<file path="config.mk">
export PLATFORM = sky130hd
export DESIGN_NAME = time_ascii_sender
export DESIGN_NICKNAME = d
export VERILOG_FILES = /design/src/rtl/time_ascii_sender.sv
export SDC_FILE = /design/constraint.sdc
export NUM_CORES = 1
export LEC_CHECK = 0
export ABC_AREA = 0
export BUFFER_PORTS_ARGS = -buffer_cell sky130_fd_sc_hd__buf_2
export CELL_PAD_IN_SITES_DETAIL_PLACEMENT = 1
export CELL_PAD_IN_SITES_GLOBAL_PLACEMENT = 1
export CORE_UTILIZATION = 39
export DETAILED_ROUTE_END_ITERATION = 7
export PLACE_DENSITY_LB_ADDON = 0.25
export SETUP_SLACK_MARGIN = 0.3
export SYNTH_ARGS = -nofsm -noshare
export SYNTH_HDL_FRONTEND = slang
export SYNTH_SLANG_ARGS = --single-unit
</file>
<file path="constraint.sdc">
create_clock -name clk -period 5.4 [get_ports clk]
set_clock_uncertainty 0.05 [all_clocks]
set_input_delay 0.81 -clock clk [delete_from_list [all_inputs] [get_ports clk]]
set_output_delay 0.81 -clock clk [all_outputs]
set_load 0.1 [all_outputs]
</file>
<file path="src/rtl/time_ascii_sender.sv">
// ============================================================================
// Module      : time_ascii_sender
// Description : Snapshots the stopwatch time on request and streams it as an
//               ASCII line "HH:MM:SS.CC\r\n" (or "HH:MM:SS\r\n") over a
//               valid/ready byte interface toward the UART transmitter.
// Revision    : 1.0 - initial release
// ============================================================================
`default_nettype none

module time_ascii_sender #(
  parameter int SEND_MSEC = 1
) (
  input  logic       clk,
  input  logic       rst,
  input  logic       i_send,
  input  logic [6:0] i_msec,
  input  logic [5:0] i_sec,
  input  logic [5:0] i_min,
  input  logic [4:0] i_hour,
  input  logic       i_tx_ready,
  output logic       o_tx_valid,
  output logic [7:0] o_tx_data,
  output logic       o_busy,
  output logic       o_done
);

  typedef enum logic [1:0] {
    S_IDLE = 2'd0,
    S_SEND = 2'd1,
    S_DONE = 2'd2
  } state_t;

  // Index of the final LF byte in the line.
  localparam logic [3:0] c_LAST_IDX = (SEND_MSEC != 0) ? 4'd12 : 4'd9;
  localparam logic [7:0] c_COLON    = 8'h3A;
  localparam logic [7:0] c_DOT      = 8'h2E;
  localparam logic [7:0] c_CR       = 8'h0D;
  localparam logic [7:0] c_LF       = 8'h0A;

  state_t     r_state;
  state_t     w_next;
  logic [3:0] r_idx;
  logic [6:0] r_msec;
  logic [5:0] r_sec;
  logic [5:0] r_min;
  logic [4:0] r_hour;
  logic       w_capture;
  logic       w_xfer;
  logic [7:0] w_byte;

  // Values are at most 99, so the quotient always fits a single decimal digit.
  function automatic logic [7:0] f_tens_ascii(input logic [6:0] v);
    logic [6:0] q;
    q = v / 7'd10;
    return 8'h30 + {1'b0, q};
  endfunction

  function automatic logic [7:0] f_ones_ascii(input logic [6:0] v);
    logic [6:0] q;
    logic [6:0] r;
    q = v / 7'd10;
    r = v - q * 7'd10;
    return 8'h30 + {1'b0, r};
  endfunction

  assign w_capture = (r_state == S_IDLE) && i_send;
  assign w_xfer    = (r_state == S_SEND) && i_tx_ready;

  // State register, byte index and clamped time snapshot.
  always_ff @(posedge clk) begin
    if (rst) begin
      r_state <= S_IDLE;
      r_idx   <= 4'd0;
      r_msec  <= 7'd0;
      r_sec   <= 6'd0;
      r_min   <= 6'd0;
      r_hour  <= 5'd0;
    end else begin
      r_state <= w_next;
      if (w_capture) begin
        r_idx  <= 4'd0;
        r_msec <= (i_msec > 7'd99) ? 7'd99 : i_msec;
        r_sec  <= (i_sec  > 6'd59) ? 6'd59 : i_sec;
        r_min  <= (i_min  > 6'd59) ? 6'd59 : i_min;
        r_hour <= (i_hour > 5'd23) ? 5'd23 : i_hour;
      end else if (w_xfer) begin
        r_idx <= r_idx + 4'd1;
      end
    end
  end

  // Select the line byte addressed by the index from the snapshot.
  always_comb begin
    w_byte = 8'h00;
    case (r_idx)
      4'd0:    w_byte = f_tens_ascii({2'b00, r_hour});
      4'd1:    w_byte = f_ones_ascii({2'b00, r_hour});
      4'd2:    w_byte = c_COLON;
      4'd3:    w_byte = f_tens_ascii({1'b0, r_min});
      4'd4:    w_byte = f_ones_ascii({1'b0, r_min});
      4'd5:    w_byte = c_COLON;
      4'd6:    w_byte = f_tens_ascii({1'b0, r_sec});
      4'd7:    w_byte = f_ones_ascii({1'b0, r_sec});
      4'd8:    w_byte = (SEND_MSEC != 0) ? c_DOT : c_CR;
      4'd9:    w_byte = (SEND_MSEC != 0) ? f_tens_ascii(r_msec) : c_LF;
      4'd10:   w_byte = f_ones_ascii(r_msec);
      4'd11:   w_byte = c_CR;
      4'd12:   w_byte = c_LF;
      default: w_byte = 8'h00;
    endcase
  end

  // Next-state and output decode; valid holds until the byte is accepted.
  always_comb begin
    w_next     = r_state;
    o_tx_valid = 1'b0;
    o_tx_data  = 8'h00;
    o_busy     = 1'b0;
    o_done     = 1'b0;
    case (r_state)
      S_IDLE: begin
        if (i_send) w_next = S_SEND;
      end
      S_SEND: begin
        o_tx_valid = 1'b1;
        o_tx_data  = w_byte;
        o_busy     = 1'b1;
        if (i_tx_ready && (r_idx == c_LAST_IDX)) w_next = S_DONE;
      end
      S_DONE: begin
        o_busy = 1'b1;
        o_done = 1'b1;
        w_next = S_IDLE;
      end
      default: w_next = S_IDLE;
    endcase
  end

endmodule

`default_nettype wire
</file>
==> results of run 1 <==
## per-layer routing
layer  global-route usage  up-vias  share of wire
li1                     -     1809              -
met1               0.3429     1925           0.41
met2               0.5266      104           0.51
met3              0.02832       44          0.035
met4               0.1167        0          0.042
met5                    0        -              0
## worst min-delay path, cell delays in order (launching register included)
cell and delay, ns:
dfxtp_1 0.33, nand2_1 0.06, a21oi_1 0.05
## placed cells by master, fill, tap and decap left out, types with 3 or more instances in the layout
| cell type | count |
|---|---|
| buf_4 | 63 |
| nor2_1 | 47 |
| nand2_1 | 42 |
| inv_1 | 31 |
| buf_2 | 31 |
| a21oi_1 | 28 |
| ha_1 | 27 |
| dfxtp_1 | 24 |
| nor3_1 | 17 |
| o21ai_0 | 14 |
| ha_4 | 14 |
| nand3_1 | 10 |
| o22ai_1 | 9 |
| inv_2 | 8 |
| nor2b_1 | 8 |
| nand3b_1 | 7 |
| a211oi_1 | 7 |
| a21oi_2 | 7 |
| buf_12 | 7 |
| nand2b_1 | 6 |
| xnor2_1 | 6 |
| clkbuf_8 | 6 |
| o211ai_1 | 5 |
| nor3b_1 | 5 |
| nor4_1 | 4 |
| a21o_1 | 4 |
| mux2i_1 | 4 |
| a22oi_1 | 4 |
| a31oi_1 | 3 |
| o21ai_1 | 3 |
| or2_2 | 3 |
| and2_1 | 3 |
| o21ai_2 | 3 |
| xor2_1 | 3 |
| nand4_1 | 3 |
| buf_6 | 3 |
| dfxtp_2 | 3 |
| dfxtp_4 | 3 |
## through the flow
stage	utilization	hold WS (ns)	power, mW
after CTS	0.5537	0.4394	1.055
final	0.5838	0.4361	1.155
after detailed placement	0.5013	0.4294	0.7931
after global placement	0.5013	0.4211	0.7701
after floorplan	-	0.4073	0.6198
after global routing	0.5838	0.4777	1.209
## cells by family (layout without fill, tap and decap cells)
| family | Yosys count | in the layout | share of synthesized area |
|---|---|---|---|
| AND/OR/NAND/NOR | 181 | 181 | 0.2779 |
| AO/OA/AOI/OAI | 120 | 120 | 0.2372 |
| buffers and inverters | 61 | 152 | 0.07003 |
| adder cells (fa/ha/maj) | 46 | 46 | 0.1822 |
| flip-flops | 30 | 30 | 0.1807 |
| XOR/XNOR | 11 | 11 | 0.02899 |
| multiplexers | 7 | 7 | 0.02297 |
## final cells by class
class / count / area (um2)
timing repair buffer: 104 / 802.0
multi-input combinational: 365 / 3002
inverter: 40 / 155.1
tap: 105 / 131.4
fill: 1001 / 3420
clock buffer: 7 / 86.33
sequential: 30 / 615.6
clock inverter: 1 / 5.005
## synthesized netlist by cell type, types with 2 or more instances
library cell and count:
nand2b_1 8, dfxtp_1 30, inv_1 40, a41oi_1 2, a31oi_1 4, nand2_1 42
and2_1 3, a22oi_1 5, xnor2_1 6, buf_2 3, fa_1 4, or3_1 2
nor3b_1 5, a21o_1 4, o31ai_1 3, o21ai_0 19, o32ai_1 2, or2_2 5
a21boi_0 2, xor2_1 5, nor4_1 6, nand3_1 10, o22ai_1 12, nor2b_1 11
nor3_1 19, ha_1 42, a221oi_1 2, nand3b_1 7, nand4_1 3, o21a_1 2
o211ai_1 5, o2111ai_1 2, a21oi_1 36, nor2_1 51, a211oi_1 10, mux2i_1 5
clkbuf_1 18
## where the power goes
group / internal (mW) / switching (mW)
Clock: 0.103 / 0.0969
Sequential: 0.239 / 0.0225
Combinational: 0.303 / 0.390
Total: 0.645 / 0.509
## flip-flops by register name (all words and copies together) (netlist names)
name     cells
r_msec       7
r_min        6
r_sec        6
r_hour       5
r_idx        4
r_state      2
## worst paths after layout
path	endpoint	startpoint	depth (start not counted)	slack (ns)
setup / recovery	o_tx_data[6]	r_min[4]	25	-0.48
hold / removal	r_msec[6]	r_msec[6]	2	0.44
setup reg to reg	r_msec[4]	r_state[0]	6	3.43
hold reg to reg	r_msec[6]	r_msec[6]	2	0.44
## repair_timing
action,4_1_cts,5_1_grt
endpoints found under the setup margin,6,7
gates cloned,0,0
setup buffers,11,9
pin swaps,20,27
resized for setup,51,41
==> flow_summary_export.csv, run 1 <==
group,metric,value,unit
run_status,status,"finished with violations",
run_status,violations,"setup timing",
setup_path,crit_path_max_incr_delay,0.44,ns
floorplan,start_util,0.4044,
detailed_routing,vias,3882,
logic_synthesis,ys_seq_area_frac,0.1807,
setup_path,crit_required,4.54,ns
setup_path,start_kind,"register",
setup_path,cp_top_family,"compound AO/OA/AOI/OAI gates",
place,gp_routability_congestion,0.8537,
timing,fin_crit,5.876,ns
floorplan,die_w,94.31,um
clock_tree,clock_insertion_delay_worst_skew,0.29,ns
cells_and_area,fin_cells,652,
detailed_routing,finalWirelength,13.87,mm
place,placed_area,0.004119,mm2
logic_synthesis,synth.area.top_cells,"dfxtp_1 (18%), ha_1 (16%), nor2_1 (5.8%), a21oi_1 (5.4%), nand2_1 (4.7%)",
logic_synthesis,synth.distinct_cells,58,
timing,finalSetupViolCount,4,
logic_synthesis,yosysWarnings,0,
logic_synthesis,synth_top_area_cell,"dfxtp_1",
detailed_routing,drc,0,
timing,setup_ws,-0.4763,ns
worst_hold_path,hp-class,"register to register",
clock_tree,clock_path_buffers,2,
logic_synthesis,synthFlopType,"dfxtp_1",
clock_tree,cts-buffers-inserted,5,
clock_tree,cts.sinks,30,
grt,grt_usage,0.2888,
place,dp_cells,624,
cells_and_area,layout-drive-gt1-share,0.3656,
flow_run,drv_cap,0,
cells_and_area,area_growth,44.35,%
place,portBuffers,38,
logic_synthesis,ys_async_sr_fraction,0,
power,powerDensity,240.7,mW/mm2
detailed_routing,drtPass1Iterations,4,
timing,drv_slew,0,
timing,rsz0062_at_grt,"yes",
detailed_routing,detail_route.vias_per_cell,5.954,
timing,relSlewSlack,0.2053,
logic_synthesis,ys_ff_latch,30,
logic_synthesis,syn_nets,530,
logic_synthesis,synth_top_area_frac,0.1807,
timing,worst_slew_pin_slew,1.184,ns
logic_synthesis,postSynthCellCount,456,
place,place_ws,-0.2849,ns
floorplan,ioPinCount,39,
grt,grt_start_max_net_pins,31,
detailed_routing,detail-route-antenna-nets,0,
clock_tree,cts.clk_slew.worst_paths,0.08,ns
clock_tree,cts_tree,"yes",
setup_path,path_buf_inv,5,
power,peakVddDrop,0.1748,mV
setup_path,critPathMostFrequentCell,"ha_4",
place,dp_hpwl,8.641,mm
floorplan,dieArea,0.008894,mm2
grt,grt_pass1_vias,3992,
floorplan,die_h,94.31,um
setup_path,slowest_stage,"or3_4",
timing,clock.fmax,0.1702,GHz
setup_path,cp.arrival,5.02,ns
grt,antenna_found_initial,0,
timing,min_period_over_period,1.088,
floorplan,coreArea,0.008217,mm2
cells_and_area,num-nets-final,620,
detailed_routing,wl_per_cell,21.27,um
logic_synthesis,syn_area,0.003323,mm2
setup_path,end_kind,"output pin",
cells_and_area,diodes,0,
clock_tree,cts_hold_buf,0,
grt,grt_pass1_wl,19.81,mm
floorplan,num_rows,33,
logic_synthesis,avgSynthCellArea,7.288,um2
timing,fin_tns_setup,-1.545,ns
cells_and_area,fin_area,0.004797,mm2
setup_path,crit_fanout,4,
power,p_leak,1.931,nW
detailed_routing,initialDrtViolationCount,304,
setup_path,crit_type,"register to output pin",
timing,hold_violations,0,
clock_tree,clockRootBuffer,"clkbuf_8",
grt,overflow,0,
clock_tree,cts_htree_levels,2,
logic_synthesis,synth_edf_count,0,
No activity file was read; power rests on OpenSTA's default activity.
==> inputs of run 2 (changes only) <==
CORE_UTILIZATION = 43   (was 39)
clock period = 5.75 ns   (was 5.4 ns; I/O delays follow)
==> run 2 against run 1 <==
  * The run still ends with setup timing left
  * Sequential power down 5%
  * Combinational power down 22%
  * Sequential cell count unchanged
  * Global-route usage down 0.95 points
  * Utilization up 0.41 points
  * Count of clock-buffer cells in the layout down 1
  * Clock power down 13%
  * Critical path type unchanged
  * Largest cell class unchanged
  * Largest power group unchanged
  * Highest routed layer unchanged
==> flow_summary_export.csv, run 2 (synthesized netlist as in run 1, its figures left out) <==
group,metric,value,unit
detailed_routing,drtPass1Iterations,4,
timing,finalSetupViolCount,3,
clock_tree,cts.sinks,30,
timing,fin_tns_setup,-0.3698,ns
cells_and_area,area_growth,30.38,%
cells_and_area,final_core_util,0.5879,
floorplan,coreArea,0.007370,mm2
setup_path,critPathMostFrequentCell,"ha_4",
worst_hold_path,hold_depth,2,
timing,setup_ws,-0.1657,ns
setup_path,end_kind,"output pin",
setup_path,cp.arrival,5.00,ns
cells_and_area,largest_reg_flops,7,
grt,grt_pass1_wl,18.31,mm
cells_and_area,layout-drive-gt1-share,0.2959,
timing,worst_slew_pin_slew,0.9143,ns
grt,grt_usage,0.2793,
setup_path,crit_fanout,6,
floorplan,die_h,89.91,um
cells_and_area,nFillCells,943,
detailed_routing,finalWirelength,11.91,mm
timing,fin_crit,5.916,ns
clock_tree,cts-buffers-inserted,5,
detailed_routing,drc,0,
setup_path,cp_top_family,"compound AO/OA/AOI/OAI gates",
floorplan,start_util,0.4509,
setup_path,crit_path_max_incr_delay,0.44,ns
detailed_routing,initialDrtViolationCount,174,
setup_path,crit_required,4.84,ns
timing,drv_slew,0,
grt,overflow,0,
flow_run,drv_cap,0,
setup_path,slowest_stage,"or3_4",
clock_tree,clock_insertion_delay_worst_skew,0.29,ns
place,portBuffers,38,
detailed_routing,vias,3693,
timing,rsz0062_at_grt,"yes",
floorplan,ioPinCount,39,
setup_path,path_buf_inv,5,
timing,relSlewSlack,0.3864,
run_status,violations,"setup timing",
power,powerDensity,222.3,mW/mm2
grt,grt_start_max_net_pins,31,
timing,hold_violations,0,
clock_tree,cts_htree_levels,2,
setup_path,crit_type,"register to output pin",
place,place_ws,-0.1278,ns
setup_path,r2r_slack,3.86,ns
detailed_routing,wl_per_cell,19.33,um
setup_path,critical_path.cell_chain,"nor4b_4 -> o31ai_4 -> inv_2 -> o21ai_1 -> o21ai_2 -> inv_2 -> ha_4 -> nor2b_4 -> nor2_2 -> o211ai_1 -> a31oi_1 -> or3_4 -> ha_4 -> ha_4 -> inv_2 -> ha_4 -> o21ai_0 -> a21oi_1 -> o22ai_2 -> mux2_4 -> a2111oi_4 -> buf_4 -> mux2i_4 -> buf_12",
power,p_leak,1.762,nW
cells_and_area,diodes,0,
run_status,status,"finished with violations",
cells_and_area,layout_common_cells,"nor2_1 (48), nand2_1 (42), buf_4 (35), buf_2 (34), inv_1 (33)",
place,gp_routability_congestion,0.8756,
detailed_routing,detail_route.vias_per_cell,5.995,
clock_tree,clock_path_buffers,2,
worst_hold_path,hp-class,"register to register",
timing,min_period_over_period,1.029,
cells_and_area,reg_top3,"r_msec: 7 flops, r_min: 6 flops, r_sec: 6 flops",
place,dp_hpwl,7.730,mm
cells_and_area,regMostFlops,"r_msec",
floorplan,die_w,89.91,um
cells_and_area,multi_input_area,0.002828,mm2
setup_path,r2r_cells,6,
floorplan,dieArea,0.008084,mm2
clock_tree,cts.clk_slew.worst_paths,0.07,ns
setup_path,crit_cells,24,
clock_tree,cts_hold_buf,0,
cells_and_area,final_common_cell,"nor2_1",
floorplan,num_rows,31,
detailed_routing,detail-route-antenna-nets,0,
cells_and_area,seqCellArea,619.3,um2
power,peakVddDrop,0.1551,mV
timing,clock.fmax,0.1690,GHz
setup_path,start_kind,"register",
clock_tree,cts_tree,"yes",
clock_tree,clockRootBuffer,"clkbuf_8",
grt,grt_pass1_vias,3708,
cells_and_area,num-nets-final,590,
grt,antenna_found_initial,0,
run 2: cell types whose count changed in the layout (fill, tap and decap cells not counted), moves of 3 or more:
| cell | delta |
|---|---|
| a21oi_1 | +4 |
| a21oi_2 | -3 |
| buf_12 | -3 |
| buf_2 | +3 |
| buf_4 | -28 |
| dfxtp_1 | -3 |
| dfxtp_2 | +3 |
| ha_2 | +3 |
| ha_4 | -4 |
run 2: what timing repair did:
| item | in CTS | in global routing |
|---|---|---|
| pin swaps | 25 | 9 |
| hold endpoints to repair | 0 | 0 |
| setup endpoints to repair | 4 | 5 |
| buffers inserted | 15 | 5 |
| resized for setup | 46 | 5 |
run 2: metrics by stage:
step | hold slack, ns | total power [mW] | instances | instance area, um2
after global routing | 0.4939 | 1.026 | 616 | 4333
after CTS | 0.4513 | 0.9319 | 611 | 4282
after global placement | 0.4277 | 0.6914 | 588 | 3900
after detailed placement | 0.4362 | 0.7082 | 588 | 3900
after floorplan | 0.4073 | 0.5849 | 456 | 3523
final | 0.4618 | 0.9632 | 616 | 4333
run 2: path summary, 6_finish.rpt:
path | start | to
setup / recovery | r_min[3] | o_tx_data[6]
setup reg to reg | r_state[0] | r_msec[4]
hold reg to reg | r_msec[0] | r_msec[0]
hold / removal | r_msec[0] | r_msec[0]
run 2: per-layer routing:
metal  share of wire  track usage  up-vias
met1            0.42       0.3399     1795
met2            0.50       0.4904      113
met4           0.036       0.1169        0
met5               0            0        -
li1                -            -     1747
met3           0.047      0.04061       38
run 2: area by class of cell:
type,count,share of cell area
Multi-Input combinational cell,365,0.6526
Inverter,40,0.03581
Timing Repair Buffer,74,0.1210
Clock inverter,2,0.002310
Clock buffer,6,0.01675
Sequential cell,30,0.1429
Tap cell,99,0.02859
run 2: tightest hold or removal path: stages, from the launching register on:
cell and delay [ns]:
dfxtp_1 0.31, nor2_1 0.11, nor3_1 0.05
run 2: report_power, final:
group	switching, mW	leakage (nW)	internal (mW)
Clock	0.0899	0.0450	0.0839
Sequential	0.0245	0.251	0.225
Combinational	0.315	1.47	0.225
